[src/rtl/noc_alloc_pkg.sv]
// noc_alloc_pkg: shared state type, stats width and round-robin pointer helper
package noc_alloc_pkg;
    typedef enum logic {ALLOC_IDLE, ALLOC_LOCKED} alloc_state_e;
    localparam int STAT_WIDTH = 32;
    function automatic int unsigned rr_next(int unsigned ptr, int unsigned n);
        return (ptr + 1 >= n) ? 0 : ptr + 1;
    endfunction
endpackage

[src/rtl/rr_arbiter.sv]
// rr_arbiter: combinational round-robin pick of the first request at or after the priority pointer
module rr_arbiter #(
    parameter int NUM_INPUTS = 5,
    parameter int SEL_WIDTH  = $clog2(NUM_INPUTS)
) (
    input  logic [NUM_INPUTS-1:0] i_req,
    input  logic [SEL_WIDTH-1:0]  i_ptr,
    output logic [NUM_INPUTS-1:0] o_grant,
    output logic [SEL_WIDTH-1:0]  o_winner,
    output logic                  o_any
);
    // Walk offsets from farthest to nearest so the closest request to the pointer wins last.
    always_comb begin
        o_grant  = '0;
        o_winner = '0;
        o_any    = 1'b0;
        for (int k = NUM_INPUTS - 1; k >= 0; k--) begin
            int p;
            p = int'(i_ptr) + k;
            if (p >= NUM_INPUTS) p = p - NUM_INPUTS;
            if (i_req[p]) begin
                o_grant    = '0;
                o_grant[p] = 1'b1;
                o_winner   = SEL_WIDTH'(p);
                o_any      = 1'b1;
            end
        end
    end
endmodule

[src/rtl/router_output_allocator.sv]
// router_output_allocator: per-output round-robin switch allocator with wormhole locking and credits.
// Define ROUTER_ALLOC_STATS_EN to add flit and credit-stall counters.
module router_output_allocator
    import noc_alloc_pkg::*;
#(
    parameter int NUM_INPUTS        = 5,
    parameter int FLIT_BUFFER_DEPTH = 4,
    parameter int SEL_WIDTH         = $clog2(NUM_INPUTS),
    parameter int CNT_WIDTH         = $clog2(FLIT_BUFFER_DEPTH + 1)
) (
    input  logic                  i_clk_noc,
    input  logic                  i_rst_noc_sync,
    input  logic [NUM_INPUTS-1:0] i_req,
    input  logic [NUM_INPUTS-1:0] i_req_is_tail,
    input  logic [NUM_INPUTS-1:0] i_turn_disable,
    input  logic                  i_credit_in,
    output logic [NUM_INPUTS-1:0] o_grant,
    output logic                  o_send_out,
    output logic [SEL_WIDTH-1:0]  o_sel_out,
    output logic                  o_locked,
    output logic [CNT_WIDTH-1:0]  o_credits_avail,
    output logic                  o_credit_err
`ifdef ROUTER_ALLOC_STATS_EN
    ,
    output logic [STAT_WIDTH-1:0] o_stat_flits,
    output logic [STAT_WIDTH-1:0] o_stat_stalls
`endif
);
    localparam logic [CNT_WIDTH-1:0] DEPTH_C = CNT_WIDTH'(FLIT_BUFFER_DEPTH);

    alloc_state_e          r_state;
    logic [SEL_WIDTH-1:0]  r_rr_ptr;
    logic [SEL_WIDTH-1:0]  r_owner;
    logic [CNT_WIDTH-1:0]  r_count;
    logic                  r_credit_err;
    logic                  w_cred_ok;
    logic                  w_is_locked;
    logic [NUM_INPUTS-1:0] w_elig;
    logic [NUM_INPUTS-1:0] w_owner_oh;
    logic [NUM_INPUTS-1:0] w_arb_grant;
    logic [SEL_WIDTH-1:0]  w_arb_winner;
    logic                  w_arb_any;
    logic [NUM_INPUTS-1:0] w_grant;
    logic [SEL_WIDTH-1:0]  w_sel;
    logic                  w_send;
    logic                  w_tail;

    assign w_cred_ok   = r_count != '0;
    assign w_is_locked = r_state == ALLOC_LOCKED;
    assign w_elig      = i_req & ~i_turn_disable;
    assign w_owner_oh  = {{(NUM_INPUTS-1){1'b0}}, 1'b1} << r_owner;

    rr_arbiter #(.NUM_INPUTS(NUM_INPUTS), .SEL_WIDTH(SEL_WIDTH)) u_arb (
        .i_req    (w_elig),
        .i_ptr    (r_rr_ptr),
        .o_grant  (w_arb_grant),
        .o_winner (w_arb_winner),
        .o_any    (w_arb_any)
    );

    // A locked packet only ever competes with itself; turn masks apply to new packets only.
    always_comb begin
        w_grant = w_is_locked ? (w_owner_oh & i_req & {NUM_INPUTS{w_cred_ok}})
                              : (w_cred_ok ? w_arb_grant : '0);
        w_sel   = w_is_locked ? r_owner : ((w_arb_any && w_cred_ok) ? w_arb_winner : '0);
    end

    assign w_send          = |w_grant;
    assign w_tail          = |(w_grant & i_req_is_tail);
    assign o_grant         = w_grant;
    assign o_send_out      = w_send;
    assign o_sel_out       = w_sel;
    assign o_locked        = w_is_locked;
    assign o_credits_avail = r_count;
    assign o_credit_err    = r_credit_err;

    always_ff @(posedge i_clk_noc) begin
        if (i_rst_noc_sync) begin
            r_state      <= ALLOC_IDLE;
            r_rr_ptr     <= '0;
            r_owner      <= '0;
            r_count      <= DEPTH_C;
            r_credit_err <= 1'b0;
        end else begin
            if (w_send && w_tail) begin
                r_state  <= ALLOC_IDLE;
                r_rr_ptr <= SEL_WIDTH'(rr_next(32'(w_sel), NUM_INPUTS));
            end else if (w_send && !w_is_locked) begin
                r_state <= ALLOC_LOCKED;
                r_owner <= w_sel;
            end
            if (w_send && !i_credit_in) begin
                r_count <= r_count - CNT_WIDTH'(1);
            end else if (!w_send && i_credit_in) begin
                if (r_count == DEPTH_C) r_credit_err <= 1'b1;
                else r_count <= r_count + CNT_WIDTH'(1);
            end
        end
    end

`ifdef ROUTER_ALLOC_STATS_EN
    logic [STAT_WIDTH-1:0] r_stat_flits;
    logic [STAT_WIDTH-1:0] r_stat_stalls;
    logic                  w_stall;
    assign w_stall       = !w_cred_ok && (w_is_locked ? i_req[r_owner] : |w_elig);
    assign o_stat_flits  = r_stat_flits;
    assign o_stat_stalls = r_stat_stalls;
    always_ff @(posedge i_clk_noc) begin
        if (i_rst_noc_sync) begin
            r_stat_flits  <= '0;
            r_stat_stalls <= '0;
        end else begin
            if (w_send) r_stat_flits <= r_stat_flits + 1'b1;
            if (w_stall) r_stat_stalls <= r_stat_stalls + 1'b1;
        end
    end
`else
`endif
endmodule

[config.mk]
export PLATFORM = sky130hd
export DESIGN_NAME = router_output_allocator
export DESIGN_NICKNAME = d
export VERILOG_FILES = /design/src/rtl/noc_alloc_pkg.sv /design/src/rtl/rr_arbiter.sv /design/src/rtl/router_output_allocator.sv
export SDC_FILE = /design/constraint.sdc
export NUM_CORES = 1
export LEC_CHECK = 0
export CORE_MARGIN = 1.5
export CORE_UTILIZATION = 55
export DETAILED_ROUTE_END_ITERATION = 16
export HOLD_SLACK_MARGIN = 0.05
export PLACE_DENSITY = 0.86
export SLEW_MARGIN = 20
export SYNTH_ARGS = -nofsm -noshare
export SYNTH_HDL_FRONTEND = slang
export SYNTH_SLANG_ARGS = --single-unit
[constraint.sdc]
create_clock -name i_clk_noc -period 6 [get_ports i_clk_noc]
set_clock_uncertainty 0.1 [all_clocks]
set_input_delay 1.2 -clock i_clk_noc [delete_from_list [all_inputs] [get_ports i_clk_noc]]
set_output_delay 1.2 -clock i_clk_noc [all_outputs]
set_load 0.02 [all_outputs]
==> results list <==
* FF+latch count, synth: 11
- Of all flip-flops after synthesis, the portion carrying an async set or reset was 0.
- The repair_antennas step left the layout with diodes totalling 0.
* H-tree depth: 1
- Die boundary height: 76.31 um
- In the synthesized netlist the dominant register cell turns out to be dfxtp_1.
* Final instance area: 3450 um^2
- Final hold violation count: 0
- In the global route stage, overall resource usage came out at 0.3436.
- The run finished with clean final reports.
* Critical Path Max Stage Delay: 620 ps
- In this run the standard cell core region covers 5140 um^2.
- For this design, the CTS-stage hold fixing added 0 buffers.
- Antenna violations before repair: 0
- Of the total power, registers draw 0.062.
* Leakage power summed over all cells: 1.336 nW
* CP startpoint: i_req[4]
- For this configuration, the core starts out at a cell density of 0.5750.
- Global routing finished with a remaining overflow of 0.
- Arrival time at the worst endpoint: 4630 ps
* Library cell with the highest instance count after synthesis: nand2_1
- Endpoints failing setup: 0
- For this block, wires on met1 add up to 4307 um.
- Total placed instance area: 3381 um^2
- Required time worst endpoint: 4700 ps
* Worst Slack Setup Final: 71.97 ps
- I/O pin total: 32
* DRC viols: 0
* Highest routed metal layer: met4
- The longest clock path from root to sink contains 2 buffers.
* Clock power share: 0.034
* R2R Path Start: r_rr_ptr[0]
- Count of mapped cells out of synthesis: 401
- Cell type of the slowest stage on the worst timing path: clkdlybuf4s50_1
- Adding up every negative setup slack in the final design gives 0 ps.
* Cell-internal power: 0.0009259 W
- Before antenna repair, the detailed router went through 5 iterations.
- Kind of launch point of the worst setup path: input pin
* Peak VDD IR: 607.5 uV
* Vias in the first global route: 3,231
* Number of different library cells in the post-synthesis netlist: 87
- In the detailed route, the total length drawn on met2 is 4671 um.
- At the later pin of the worst-skew pair, clock insertion delay measures 240 ps.
* Total length of routed wires: 10,360 um
- Power share of the combinational group: 0.903
- Signed area change from the synthesized netlist to the final layout: 16.72%
- The routed layout has 3,620 vias.
* Proportion of netlist area held by the largest area contributor: 0.1016
- Layout Utilization: 0.6711
- Slew at the pin closest to its max-slew limit: 681.4 ps
* Row count: 26
- The first global-routing pass estimated 16,380 um of wire.
* Sequential cell area fraction in the yosys report: 0.07451
- After synthesis the cells add up to 2955 um^2.
- The tool flagged a number of max-cap violations equal to 0.
* Worst Setup Slack post-DPL: 157.8 ps
- Clk slew on worst S/H paths: 50 ps
- Worst Path Class, Setup: in2out
- Synthesized netlist net count: 445
- Dividing the detail-routed wire length by the instance count gives 20.48 um.
- The number of placed instances, taps included, is 501.
* Worst min-delay path class: reg2reg
* Most numerous cell types in the synthesized netlist: 33 x nand2_1, 26 x nor2_1, 25 x a21oi_1
* Setup repair after global routing missed its margin: no
* Family with the most delay on the worst path: compound AO/OA/AOI/OAI gates
* Maximum number of pins on one net before global-route repair: 32
- At the end of routability-driven placement, the weighted congestion stood at 1.035.
- The worst hold path begins at o_credit_err.
- Once layout is complete, the cells apart from fillers number 506.
- Averaged over all synthesized cells, the footprint is 7.370 um^2.
* Highest clock frequency the design can meet: 168.7 MHz
* Horizontal extent of the die: 76.31 um
- After the last flow step, the layout net total stands at 481.
- For this design the ratio of total power to cell area is 624.5 nW/um^2.
* Peak fanout along the critical path: 5
- Drt initial violations: 478
- Clock tree root buffer cell: clkbuf_8
- Switching fraction of total power: 0.5702
* Buffers added on ports: 31
- Routed length on met3: 991 um
- In this run the power spent charging and discharging nets is 0.001229 W.
- # fillers: 446
- After legalization and detailed placement, the total HPWL measured 8027 um.
- Yosys attributes the largest share of cell area to ha_1 10%, dfxtp_1 7.5%, a21oi_1 4.2%.
- TritonCTS built the clock tree.
- Summed over all instances, the cell type with the most area after synthesis is ha_1.
- Cell type with the highest occurrence count on the critical path: clkdlybuf4s50_1
- Once detail routing completed, the nets flagged for antenna violations numbered 0.
* Worst slew margin: 0.5422
* Final critical-path required period: 5928 ps
- Dividing the detail-routed via count by the number of cells gives 7.154.
* Fraction of final layout cells sized beyond drive strength 1: 0.1216
* Die area: 5822 um^2
- The final count of pins violating max slew was 0.
* Sinks on the clock net: 11
- Number of buffers created by CTS: 3
- CP bufs+invs: 4
* Cells along the critical path: clkdlybuf4s50_1, nor2b_1, buf_4, nor4b_2, o22ai_1, nand3_1, a2111oi_0, o21ai_0, o2111a_1, o31a_1, inv_1, clkdlybuf4s50_1
- Dividing the final minimum period by the clock period gives 0.9880.
- Count of warnings emitted by yosys: 0
* Worst Setup End Kind: output pin
- The synthesized design contains 0 enable-type register cells.
worst min-delay path, delay by kind of cell, from the launching register on:
kind,cells,cell delay (ps)
compound gates,1,50
simple gates,1,80
flops,1,340
repair_timing:
action | in CTS | in global routing
endpoints found under the setup margin | 0 | 3
buffers inserted | 0 | 1
resized for setup | 0 | 4
worst paths after layout:
path                              to  depth (start not counted)  slack (ps)
hold / removal          o_credit_err                          2         400
hold reg to reg         o_credit_err                          2         400
setup / recovery        o_sel_out[0]                         12          70
setup reg to reg  o_credits_avail[2]                         20        1050
registers in the layout (all words and copies together), names as in the netlist:
| name | count |
|---|---|
| o_credits_avail | 3 |
| o_credit_err | 1 |
| r_rr_ptr | 3 |
| o_locked | 1 |
| r_owner | 3 |
layout make-up:
class | count | area [um^2] | area share
flip-flops and latches | 11 | 220.2 | 0.06384
inverters | 18 | 71.32 | 0.02067
multi-input cells | 353 | 2572 | 0.7457
clock buffers | 4 | 45.04 | 0.01306
repair buffers | 50 | 452.9 | 0.1313
well taps | 70 | 87.58 | 0.02539
metal layers:
metal	vias to the layer above	global-route usage
li1	1632	-
met1	1695	0.4651
met2	249	0.5482
met3	44	0.05389
met4	0	0.1278
met5	-	0
cells in the final DEF, fill, tap and decap left out, types with 8 or more instances in the layout:
cell type	instances
nor2_1	26
a21o_1	8
nor2b_1	15
nand3_1	12
inv_1	16
a31oi_1	11
buf_4	19
nand2_1	33
dfxtp_1	11
o21ai_0	20
a21oi_1	25
clkdlybuf4s50_1	31
nand2b_1	10
nor3_1	14
ha_1	23
per-stage QoR:
| step | hold WS (ps) | total power [W] |
|---|---|---|
| finish | 397.7 | 0.002154 |
| global placement | 356.3 | 0.001998 |
| global route | 424.9 | 0.002286 |
| floorplan | 464.4 | 0.001454 |
| CTS | 386.5 | 0.002086 |
| detailed placement | 376.0 | 0.001997 |
power groups by stage:
stage | combinational (W) | clock (W) | sequential, W
final | 0.00195 | 0.0000743 | 0.000134
after global placement | 0.00187 | 0 | 0.000132
after floorplan | 0.00132 | 0 | 0.000137
after global routing | 0.00207 | 0.0000789 | 0.000136
after detailed placement | 0.00186 | 0 | 0.000132
after CTS | 0.00188 | 0.0000740 | 0.000131
cell families after synthesis:
family,count (synthesis),synth area share
XOR/XNOR,6,0.02414
multiplexers,6,0.02244
buffers and inverters,37,0.05927
AND/OR/NAND/NOR,159,0.2921
flip-flops,11,0.07451
AO/OA/AOI/OAI,156,0.4124
adder cells (fa/ha/maj),26,0.1152
Note: power is estimated with default switching activity, not from simulation.
==> RTL change, RTL diff (config.mk and constraints unchanged) <==
The option `ROUTER_ALLOC_STATS_EN` is turned on by a define.
--- a/src/rtl/router_output_allocator.sv
+++ b/src/rtl/router_output_allocator.sv
@@ -1,4 +1,6 @@
 // router_output_allocator: per-output round-robin switch allocator with wormhole locking and credits.
 // Define ROUTER_ALLOC_STATS_EN to add flit and credit-stall counters.
+`define ROUTER_ALLOC_STATS_EN
+
 module router_output_allocator
     import noc_alloc_pkg::*;
Check against the original RTL (old outputs only; new: o_stat_flits and o_stat_stalls): equivalent (Yosys induction, for registers that start in step).
==> RTL change against the original RTL <==
- sequential cell count grew 64
- combinational power up 13%
- die area grew 94%
- highest routed layer unchanged
- setup slack improved by 0.15 ns
- wire length up 81%
- synthesized area increased by 99%
- final cell count up 98%
- cell area is 110% higher
- total power grew 46%
- critical endpoint is now o_sel_out[2]
==> RTL change: results (changes against the original RTL) <==
[cells_and_area]
n_antenna_cell = 0  ; unchanged
fillerInstances = 837  ; +88%
drive_gt1_share_pct = 11.0  ; -1.2 points
final_nets = 905  ; +88%

[power]
leakage_uw = 0.00273  ; +100%
p_switching_uw = 1570  ; +28%
vdd_drop_max_uv = 341  ; -44%

[routing]
highest_layer = met4
wl_met1_mm = 7.93  ; +84%
drt_iter0_drc = 676  ; +41%
vias = 6164  ; +70%
drt_first_pass_iters = 6  ; +1
wl_met3_mm = 1.65  ; +66%
ant_nets = 0  ; unchanged
finalWirelength_mm = 18.8  ; +81%
wl_met2_mm = 8.64  ; +85%
vias_per_cell = 6.16  ; -14%

[place]
dpl_worst_slack_ns = 0.144  ; -0.0143 ns
placed_cells = 985  ; +97%
io_buffer_count = 95  ; +210%
dp_hpwl_mm = 14.2  ; +77%
gp_congestion = 1.09  ; +5.6%

[clock_network]
cts_inserted_buffers = 9  ; +6
clkTransAtPathRegs_ns = 0.07  ; +0.02 ns
htree_levels = 3  ; +2
postCtsSetupBuffers = 0  ; unchanged
insertion_delay_ns = 0.36  ; +0.12 ns
root_buffer = clkbuf_8
clock_path_buffers = 2  ; unchanged

[global_routing]
grt_max_degree = 61  ; +91%
grt_use_total_pct = 33.7  ; -0.64 points
grt_pass1_wl_mm = 29.8  ; +82%
grt_pass1_vias = 5787  ; +79%
antenna_found_initial = 0  ; unchanged

[sta]
slew_headroom_pct = 39.1  ; -15 points

[synthesis]
synthTopCellsByCount = nor2_1, nand2_1, dfxtp_1
synth_warnings = 0  ; unchanged
async_flop_share_pct = 0  ; unchanged
synthTopCellsByArea = dfxtp_1, nor2_1, ha_1
ys_types = 91  ; +4.6%
synthFlopType = dfxtp_1
syn_nets = 806  ; +81%
syn_area_per_cell_sq_um = 7.71  ; +4.6%
ys_seq_area_share_pct = 25.6  ; +18 points

[hold_path]
hold_path_class = register to register

[critical_path]
crit_fanout = 15  ; +10
critPathArrivalTime_ns = 4.48  ; -0.15 ns

[status]
status = completed

==> RTL change: cell types whose count changed in the layout (fill, tap and decap cells not counted), sizes merged, moves of 11 or more <==
cell / unedited run / this run
a21oi: 27 / 43
o21ai: 21 / 55
or4: 2 / 18
nor2: 26 / 88
inv: 17 / 29
clkdlybuf4s50: 31 / 92
buf: 19 / 30
or3: 4 / 15
nand2: 33 / 82
dfxtp: 11 / 75
nor2b: 15 / 37
xor2: 2 / 19
==> RTL change: routing by layer <==
layer  vias up  global-route usage (%)
met5         -                       0
met4         0                    12.9
met3        51                    9.14
met2       257                    54.0
met1      2911                    43.1
li1       2945                       -
==> RTL change: layout make-up <==
| type | count | share of cell area [%] |
|---|---|---|
| multi-input combinational | 622 | 56.5 |
| tap | 136 | 2.36 |
| sequential | 75 | 20.8 |
| timing repair buffer | 124 | 16.2 |
| clock inverter | 6 | 0.903 |
| clock buffer | 10 | 1.77 |
| inverter | 28 | 1.46 |
==> RTL change: cells by family after synthesis <==
kind of cell / count (synthesis) / share of synthesized area (%)
DFF: 75 / 25.6
muxes: 22 / 4.22
buffers and inverters: 64 / 5.08
and+or+nand+nor: 352 / 30.9
xor gates and xnor gates: 27 / 4.03
AOI/OAI and AO/OA: 194 / 24.1
adders and majority gates: 27 / 6.01
==> RTL change: worst max-delay path, cell delays in order <==
cell and delay, ns:
clkdlybuf4s50_1 0.55, or3b_1 0.43, mux2i_1 0.24, o21ai_2 0.12, a22oi_4 0.38, nor2b_2 0.09, buf_4 0.16, a41o_1 0.25
a21oi_1 0.20, a21oi_1 0.12, inv_1 0.11, clkdlybuf4s50_1 0.61
==> RTL change: path summary, 6_finish.rpt <==
| path | cells after the start | startpoint | endpoint | slack [ns] |
|---|---|---|---|---|
| hold reg to reg | 2 | o_credit_err | o_credit_err | 0.40 |
| setup / recovery | 12 | i_req[1] | o_sel_out[2] | 0.22 |
| hold / removal | 2 | o_credit_err | o_credit_err | 0.40 |
| setup reg to reg | 18 | r_rr_ptr[0] | o_credits_avail[2] | 1.11 |
==> RTL change: power by group through the flow <==
stage	clock [uW]	combinational, uW	sequential [uW]
6_report	389	2200	571
5_1_grt	417	2360	574
4_1_cts	399	2140	569
3_5_place_dp	0	2140	581
3_3_place_gp	0	2120	579
2_1_floorplan	0	1440	588
==> RTL change: per-stage QoR <==
stage               util, %  area, sq um
floorplan                 -         5870
global placement       67.9         7010
detailed placement     67.9         7010
CTS                    69.7         7200
global route           69.8         7210
finish                 69.8         7210
==> RTL change: timing repair <==
action                                  CTS  global route
resized for setup                         0             2
endpoints found under the setup margin    0             2
endpoints found under the hold margin     0             0
